==> src/rtl/centroid_div_sched.sv <==
// Centroid scheduler: shares one unsigned divider to turn per-frame pixel sums into a clamped (cx, cy).
// Define CENTROID_SCHED_TIMEOUT_EN to abort divider waits after TIMEOUT cycles.
module centroid_div_sched #(
   parameter int TIMEOUT = 64,
   parameter int X_MAX   = 1023,
   parameter int Y_MAX   = 767
) (
   input  logic        clk,
   input  logic        reset,
   input  logic        frame_done,
   input  logic [31:0] sum_x,
   input  logic [31:0] sum_y,
   input  logic [19:0] count,
   output logic        div_start,
   output logic [31:0] div_dividend,
   output logic [31:0] div_divisor,
   input  logic        div_ready,
   input  logic [31:0] div_quotient,
   output logic [10:0] cx,
   output logic [9:0]  cy,
   output logic        valid,
   output logic        no_target,
   output logic        busy,
   output logic        overrun,
   output logic        timeout_err
);

   typedef enum logic [2:0] {IDLE, X_START, X_WAIT, Y_START, Y_WAIT, DONE} state_t;

   if (TIMEOUT < 1 || X_MAX < 0 || X_MAX > 2047 || Y_MAX < 0 || Y_MAX > 1023) begin : gBadParams
      $error("centroid_div_sched: parameter out of range");
   end

   state_t      state_q, state_d;
   logic [31:0] sumX_q, sumX_d;
   logic [31:0] sumY_q, sumY_d;
   logic [19:0] count_q, count_d;
   logic [10:0] xRes_q, xRes_d;
   logic [9:0]  yRes_q, yRes_d;
   logic [10:0] cx_q, cx_d;
   logic [9:0]  cy_q, cy_d;
   logic        valid_q, valid_d;
   logic        noTarget_q, noTarget_d;
   logic        overrun_q, overrun_d;
   logic        ready_q;
   logic        divDone;
   logic [10:0] xClamp;
   logic [9:0]  yClamp;

   // A wait only completes on a fresh rising edge of the divider's done level.
   assign divDone = div_ready & ~ready_q;

   // Clamp on the full quotient so large results never wrap into small ones.
   assign xClamp = (div_quotient > 32'(X_MAX)) ? 11'(X_MAX) : div_quotient[10:0];
   assign yClamp = (div_quotient > 32'(Y_MAX)) ? 10'(Y_MAX) : div_quotient[9:0];

`ifdef CENTROID_SCHED_TIMEOUT_EN
   localparam int CNT_W = $clog2(TIMEOUT + 1);
   logic [CNT_W-1:0] waitCnt_q, waitCnt_d;
   logic             timeoutErr_q, timeoutErr_d;
   logic             waitExpired;

   assign waitExpired = (waitCnt_q == CNT_W'(TIMEOUT - 1));
   assign timeout_err = timeoutErr_q;
`else
   assign timeout_err = 1'b0;
`endif

   // Next-state and datapath decisions for the two back-to-back divisions.
   always_comb begin
      state_d    = state_q;
      sumX_d     = sumX_q;
      sumY_d     = sumY_q;
      count_d    = count_q;
      xRes_d     = xRes_q;
      yRes_d     = yRes_q;
      cx_d       = cx_q;
      cy_d       = cy_q;
      valid_d    = 1'b0;
      noTarget_d = 1'b0;
      overrun_d  = frame_done && (state_q != IDLE);
`ifdef CENTROID_SCHED_TIMEOUT_EN
      waitCnt_d    = waitCnt_q;
      timeoutErr_d = 1'b0;
`endif
      case (state_q)
         IDLE: begin
            if (frame_done) begin
               sumX_d  = sum_x;
               sumY_d  = sum_y;
               count_d = count;
               if (count != 20'd0) begin
                  state_d = X_START;
               end else begin
                  noTarget_d = 1'b1;
               end
            end
         end
         X_START: begin
            state_d = X_WAIT;
`ifdef CENTROID_SCHED_TIMEOUT_EN
            waitCnt_d = '0;
`endif
         end
         X_WAIT: begin
            if (divDone) begin
               xRes_d  = xClamp;
               state_d = Y_START;
            end
`ifdef CENTROID_SCHED_TIMEOUT_EN
            else if (waitExpired) begin
               timeoutErr_d = 1'b1;
               state_d      = IDLE;
            end else begin
               waitCnt_d = waitCnt_q + 1'b1;
            end
`endif
         end
         Y_START: begin
            state_d = Y_WAIT;
`ifdef CENTROID_SCHED_TIMEOUT_EN
            waitCnt_d = '0;
`endif
         end
         Y_WAIT: begin
            if (divDone) begin
               yRes_d  = yClamp;
               state_d = DONE;
            end
`ifdef CENTROID_SCHED_TIMEOUT_EN
            else if (waitExpired) begin
               timeoutErr_d = 1'b1;
               state_d      = IDLE;
            end else begin
               waitCnt_d = waitCnt_q + 1'b1;
            end
`endif
         end
         DONE: begin
            cx_d    = xRes_q;
            cy_d    = yRes_q;
            valid_d = 1'b1;
            state_d = IDLE;
         end
         default: state_d = IDLE;
      endcase
   end

   // State and result registers; reset also discards any frame_done in the same cycle.
   always_ff @(posedge clk) begin
      if (reset) begin
         state_q    <= IDLE;
         sumX_q     <= '0;
         sumY_q     <= '0;
         count_q    <= '0;
         xRes_q     <= '0;
         yRes_q     <= '0;
         cx_q       <= '0;
         cy_q       <= '0;
         valid_q    <= 1'b0;
         noTarget_q <= 1'b0;
         overrun_q  <= 1'b0;
         ready_q    <= 1'b0;
      end else begin
         state_q    <= state_d;
         sumX_q     <= sumX_d;
         sumY_q     <= sumY_d;
         count_q    <= count_d;
         xRes_q     <= xRes_d;
         yRes_q     <= yRes_d;
         cx_q       <= cx_d;
         cy_q       <= cy_d;
         valid_q    <= valid_d;
         noTarget_q <= noTarget_d;
         overrun_q  <= overrun_d;
         ready_q    <= div_ready;
      end
   end

`ifdef CENTROID_SCHED_TIMEOUT_EN
   // Wait-state watchdog.
   always_ff @(posedge clk) begin
      if (reset) begin
         waitCnt_q    <= '0;
         timeoutErr_q <= 1'b0;
      end else begin
         waitCnt_q    <= waitCnt_d;
         timeoutErr_q <= timeoutErr_d;
      end
   end
`endif

   assign div_start    = (state_q == X_START) || (state_q == Y_START);
   assign div_dividend = ((state_q == Y_START) || (state_q == Y_WAIT)) ? sumY_q : sumX_q;
   assign div_divisor  = {12'b0, count_q};
   assign cx           = cx_q;
   assign cy           = cy_q;
   assign valid        = valid_q;
   assign no_target    = noTarget_q;
   assign overrun      = overrun_q;
   assign busy         = (state_q != IDLE);

endmodule

==> config.mk <==
export PLATFORM = sky130hd
export DESIGN_NAME = centroid_div_sched
export DESIGN_NICKNAME = d
export VERILOG_FILES = /design/src/rtl/centroid_div_sched.sv
export SDC_FILE = /design/constraint.sdc
export NUM_CORES = 1
export LEC_CHECK = 0
export CAP_MARGIN = 20
export CORE_ASPECT_RATIO = 0.75
export CORE_UTILIZATION = 35
export DETAILED_ROUTE_END_ITERATION = 10
export PLACE_DENSITY = 0.78
export SETUP_SLACK_MARGIN = 0.5
export SLEW_MARGIN = 40
export SYNTH_ARGS = -nofsm -noshare
export SYNTH_HDL_FRONTEND = slang
export SYNTH_SLANG_ARGS = --single-unit
==> constraint.sdc <==
create_clock -name clk -period 2 [get_ports clk]
set_clock_uncertainty 0.1 [all_clocks]
set_input_delay 0.2 -clock clk [delete_from_list [all_inputs] [get_ports clk]]
set_output_delay 0.2 -clock clk [all_outputs]
set_load 0.05 [all_outputs]
; ---- After elaboration in Yosys (flattened, before gate mapping)
; Index checks and enable logic that the tools add are counted.
[word_totals]
elab_cells = 48
in_bits = 120
regBits = 133
out_inout_bits = 91
[op_classes]
order_cmp = 2
bitwise_logic = 4
mux = 10
n_reduce_logical = 11
eq_ne = 9
[op_table]
columns = operator, n
row1 = 32-bit by 10-bit greater-than comparator with 1-bit output (second input constant), 2
row2 = 32-bit 2-to-1 mux, 1
row3 = 20-bit nonzero test, 1
row4 = 3-bit one-hot mux with 5 select lines, 1
row5 = 3-bit 2-to-1 mux, 4
row6 = 11-bit 2-to-1 mux, 1
row7 = 10-bit 2-to-1 mux, 1
row8 = 2-bit != test (second input constant), 4
row9 = 3-bit by 2-bit equality test with 1-bit output (second input constant), 2
row10 = 3-bit equality test (second input constant), 2
row11 = 2-bit AND reduction, 3
row12 = 4-bit AND reduction, 1
row13 = 3-bit by 1-bit equality test with 1-bit output (second input constant), 1
row14 = 3-bit logical NOT, 1
row15 = 1-bit inverter, 3
row16 = 3-bit nonzero test, 1
row17 = 3-bit OR reduction, 1
row18 = 1-bit logical OR, 2
row19 = 1-bit 2-to-1 mux, 2
row20 = 1-bit AND, 1
row21 = 1-bit logical AND, 1

; ---- Depth between registers and ports, before layout
[depth]
word_depth = 4
mapped_depth = 7
depth_no_buf = 4

; ---- Least setup slack after synthesis
; No wires, ideal clock.
[synth_timing]
kind = reg2out
from = register state_q[2]
to = output port div_dividend[10]
setup_slack_ps = 93
arrival_ps = 1607
path_stages_with_launch = 6
required_ps = 1700
n_path_buf = 2
path_cell_list = dfxtp_1 buf_4 or3b_4 o21ai_2 buf_4 mux2_2
[synth_via]
elab_chain_len = 3
word_cells_on_any_way = 4
classes_between = 2 x eq/ne / 1 x mux / 1 x reduce/logical
[synth_lines]
columns = element, line
row1 = start: declaration, 34  ; state_t state_q, state_d;
row2 = start signal: assignment, 165  ; state_q <= state_d;
row3 = 3-bit by 2-bit equality test with 1-bit output or 3-bit equality test (tied branches), 194  ; assign div_dividend = ((state_q == Y_START) || (state_q == Y_WAIT)) ? sumY_q : sumX_q;
row4 = 1-bit logical OR *, 194
row5 = 32-bit 2-to-1 mux *, 194
row6 = end: declaration, 15  ; output logic [31:0] div_dividend,
; Mark *: on every way between the ends. The rest lies on a longest branch, timed or not.

; ---- Worst setup path after layout
[layout_timing]
from = register state_q[1]
to = output port div_dividend[31]
; The elaborated chain is that of the path after synthesis.

==> impl_results.md <==
* Placed cell areas at approximately 0.0075 mm^2
* Synth area leaders: dfxtp_1 (51%), nand2_1 (15%), a21oi_1 (12%)
* Unrepaired setup endpoints after global routing: true
* Synth unique cells at 33
* Clock share of power at about a third
* Yosys warning count at 0
* Vias per cell at 5.11
* Post-Synth Simple-Gate Area at a little over a fifth
* Initial DRC count at 302
* Final setup viols at 32
* Initial antenna violation count at 1
* FP Rows at 38
* Final critical-path setup slack at -293 ps
* Dpl hpwl at 9.93 mm
* Net switching share of the total power at 32.9%
* Crit Path Category: flip-flop to output pin
* Largest net degree at the start of global routing at 111
* Period utilisation layout at 115%
* First-pass GRT wire length at 29.8 mm
* CTS tree: built
* Clk sink count at 133
* Max-cap violation count at 0
* Worst VDD drop at 0.653 mV
* Setup TNS at -8650 ps
* Die area at between 0.015 and 0.02 mm^2
* Cell internal pwr at 0.00634 W
* Post-synthesis adder-cell area fraction at 0%
* Deepest clock path buffer count at 2
* Core area at 0.0145 mm^2
* Starting Density at 36.0%
* Relative slew slack at 51.7%
* Largest family of logic cells by synthesized area: simple AND/OR/NAND/NOR gates
* Worst flop-to-flop path startpoint: state_q[0]$_SDFFE_PP0P_
* Largest stage delay, worst path at 410 ps
* Filler cells at approximately 990
* Violated checks: setup timing
* Syn Area/Cell at 8.11 um^2
* Clock transition at path regs at around 60 ps
* Worst Max-Slew Pin Slew at ~720 ps
* Family with the most delay on the worst path: buffers and inverters
* Clock Root Buffer: clkbuf_16
* LEAKAGE at 4.35 nW
* Min-delay src: reset
* Pwr dens at 880 mW/mm^2
* Max Slew Vio Count at 0
* CP Capture Type: output pin
* DRT antenna net count at 0
* Crit path buf inv count at 3
* Die width at 143 um
* Initial DRT Pass Iterations at 5
* Synth-to-layout area growth at 105%
* Worst EP required at between 1500 and 2000 ps
* Critical path, cell by cell: or3b_4 -> o21ai_4 -> buf_6 -> buf_12 -> mux2_4 -> buf_8
* F_max at ~440 MHz
* Synth area leader: dfxtp_1
* Design area at 0.0107 mm^2
* Drt wl/cell at 19.3 um
* TritonCTS Buffers at 17
* Post-synthesis mux area share at 6.90%
* Congestion Overflow GR at 0
* Worst-Skew Late Latency at 400 ps
* Post-Syn Area at 0.00522 mm^2
* Fin crit period at 2290 ps
* Total GRT Usage at around a quarter
* Sequential Power Share at about a third
* Non-Filler Instances at about 1100
* Placed Cells at 1014
* NumNets Final at just over 1000
* Status: finished, violations left
* Placer Congestion at 0.752
* CP Data Arrival Time at 1990 ps
* H-tree Lvls at 4
* Final Hold Fails at 0
* Aggregate routed wire length at about 22 mm
* CP startpoint: state_q[1]$_SDFFE_PP0P_
* Count of buffers from port buffering at 197
* Critical-path maximum fanout at 8
* Synth Area in XOR/XNOR at 0.168%
* Hold Buf Count CTS at 0
* Share of layout cells above drive strength 1 at 49.0%
* Crit-path slowest cell: or3b_4
* Die Ht at 108 um
* Tot Pwr at 0.00944 W
* Cells after Synth at ~640
* DR vias at 5729
* Startpoint Class: flip-flop
* Worst hold path type: input pin to flip-flop
* Io pins at 211
* Vias in the first global route at 5613
* Post-route DRC at 0
* Synth Area in Compound Gates at 14.5%
* Combinational Power Share at 36.4%
* Yosys top cell area share at 51.0%
* Switching component of the power at 0.00311 W
* Hold_ws at 58.1 ps
* Yosys reg bits at 133
* Register area share after synthesis at about half
==> worst min-delay path: stages <==
cell and delay [ps]:
buf_4 100, inv_1 60, and3_1 160
==> through the flow <==
step	util, %	setup WS, ps
finish	74.0	-293
global route	74.0	-340
CTS	67.2	-295
detailed placement	51.6	82.5
global placement	51.6	106
floorplan	-	179
==> layer usage <==
| metal | GRT usage, % | part of all wire (%) |
|---|---|---|
| met2 | 41.9 | 49 |
| met1 | 31.0 | 42 |
| met3 | 8.27 | 7.0 |
| met4 | 11.7 | 2.4 |
| met5 | 0 | 0 |
==> what timing repair did <==
item	in CTS	in global routing
gates resized for setup	346	211
pin swaps	7	73
endpoints found under the setup margin	174	166
buffers inserted	36	11
gates cloned	22	7
==> flip-flops by register name (all words and copies together) (netlist names) <==
signal	count
sumX_q	32
sumY_q	32
count_q	20
cx	11
xRes_q	11
cy	10
yRes_q	10
state_q	3
no_target	1
overrun	1
ready_q	1
valid	1
==> worst paths after layout <==
path | end | slack [ps] | cells past startpoint
max reg2reg | sumX_q[3]$_SDFFE_PP0P_ | 80 | 10
min reg2reg | cx[9]$_SDFFE_PP0P_ | 350 | 2
max | div_dividend[31] | -290 | 6
min | overrun$_SDFF_PP0_ | 60 | 3
==> cells in the mapped netlist <==
master	n
and3b_1	1
nor3_1	2
buf_1	3
nand3_1	2
a211oi_1	1
conb_1	1
dfxtp_1	133
buf_2	10
nor4b_2	1
o21ai_2	1
o21ai_0	20
or3_1	1
buf_6	2
mux2_2	32
inv_1	2
and2_1	2
or3b_4	1
nand3b_1	1
nand4_1	1
a2111o_1	1
clkbuf_1	25
buf_4	17
a21oi_1	124
nor2b_1	2
nor3_2	2
or2_4	1
nor2_1	24
xnor2_1	1
nor4_1	10
nand2b_1	3
and3_1	2
nand2_1	214
a32o_1	1
==> power by group through the flow <==
stage,clock network (W),logic (W),registers (W)
global route,0.00318,0.00357,0.00301
CTS,0.00303,0.00291,0.00296
global placement,0,0.00171,0.00300
detailed placement,0,0.00173,0.00300
floorplan,0,0.000980,0.00311
finish,0.00301,0.00343,0.00300
==> layout by cell type, fill, tap and decap left out, drive strengths merged, types with 3 or more instances in the layout <==
cell / n
nor3: 4
nor2: 24
clkdlybuf4s50: 118
clkinv: 6
a21oi: 124
clkbuf: 23
inv: 7
mux2: 32
dfxtp: 133
buf: 125
nand2b: 3
clkdlybuf4s15: 41
conb: 13
nand2: 214
nor4: 10
o21ai: 21
==> cells by family (layout without fill, tap and decap cells) <==
kind of cell / after synthesis / after routing
AOI/OAI and AO/OA: 148 / 148
xor gates and xnor gates: 1 / 1
buffers and inverters: 59 / 323
DFF: 133 / 133
muxes: 32 / 32
other: 1 / 14
and+or+nand+nor: 270 / 271
==> cell type report <==
| cell class | instances | area (um^2) | share of cell area (%) |
|---|---|---|---|
| Tap cell | 200 | 250 | 2.33 |
| Inverter | 2 | 10.0 | 0.0933 |
| Clock inverter | 12 | 121 | 1.13 |
| Antenna cell | 1 | 2.50 | 0.0233 |
| Sequential cell | 133 | 2670 | 24.9 |
| Multi-Input combinational cell | 465 | 3520 | 32.9 |
| Timing Repair Buffer | 290 | 3710 | 34.6 |
| Clock buffer | 19 | 443 | 4.13 |
Power figures use the tool's default switching activity.
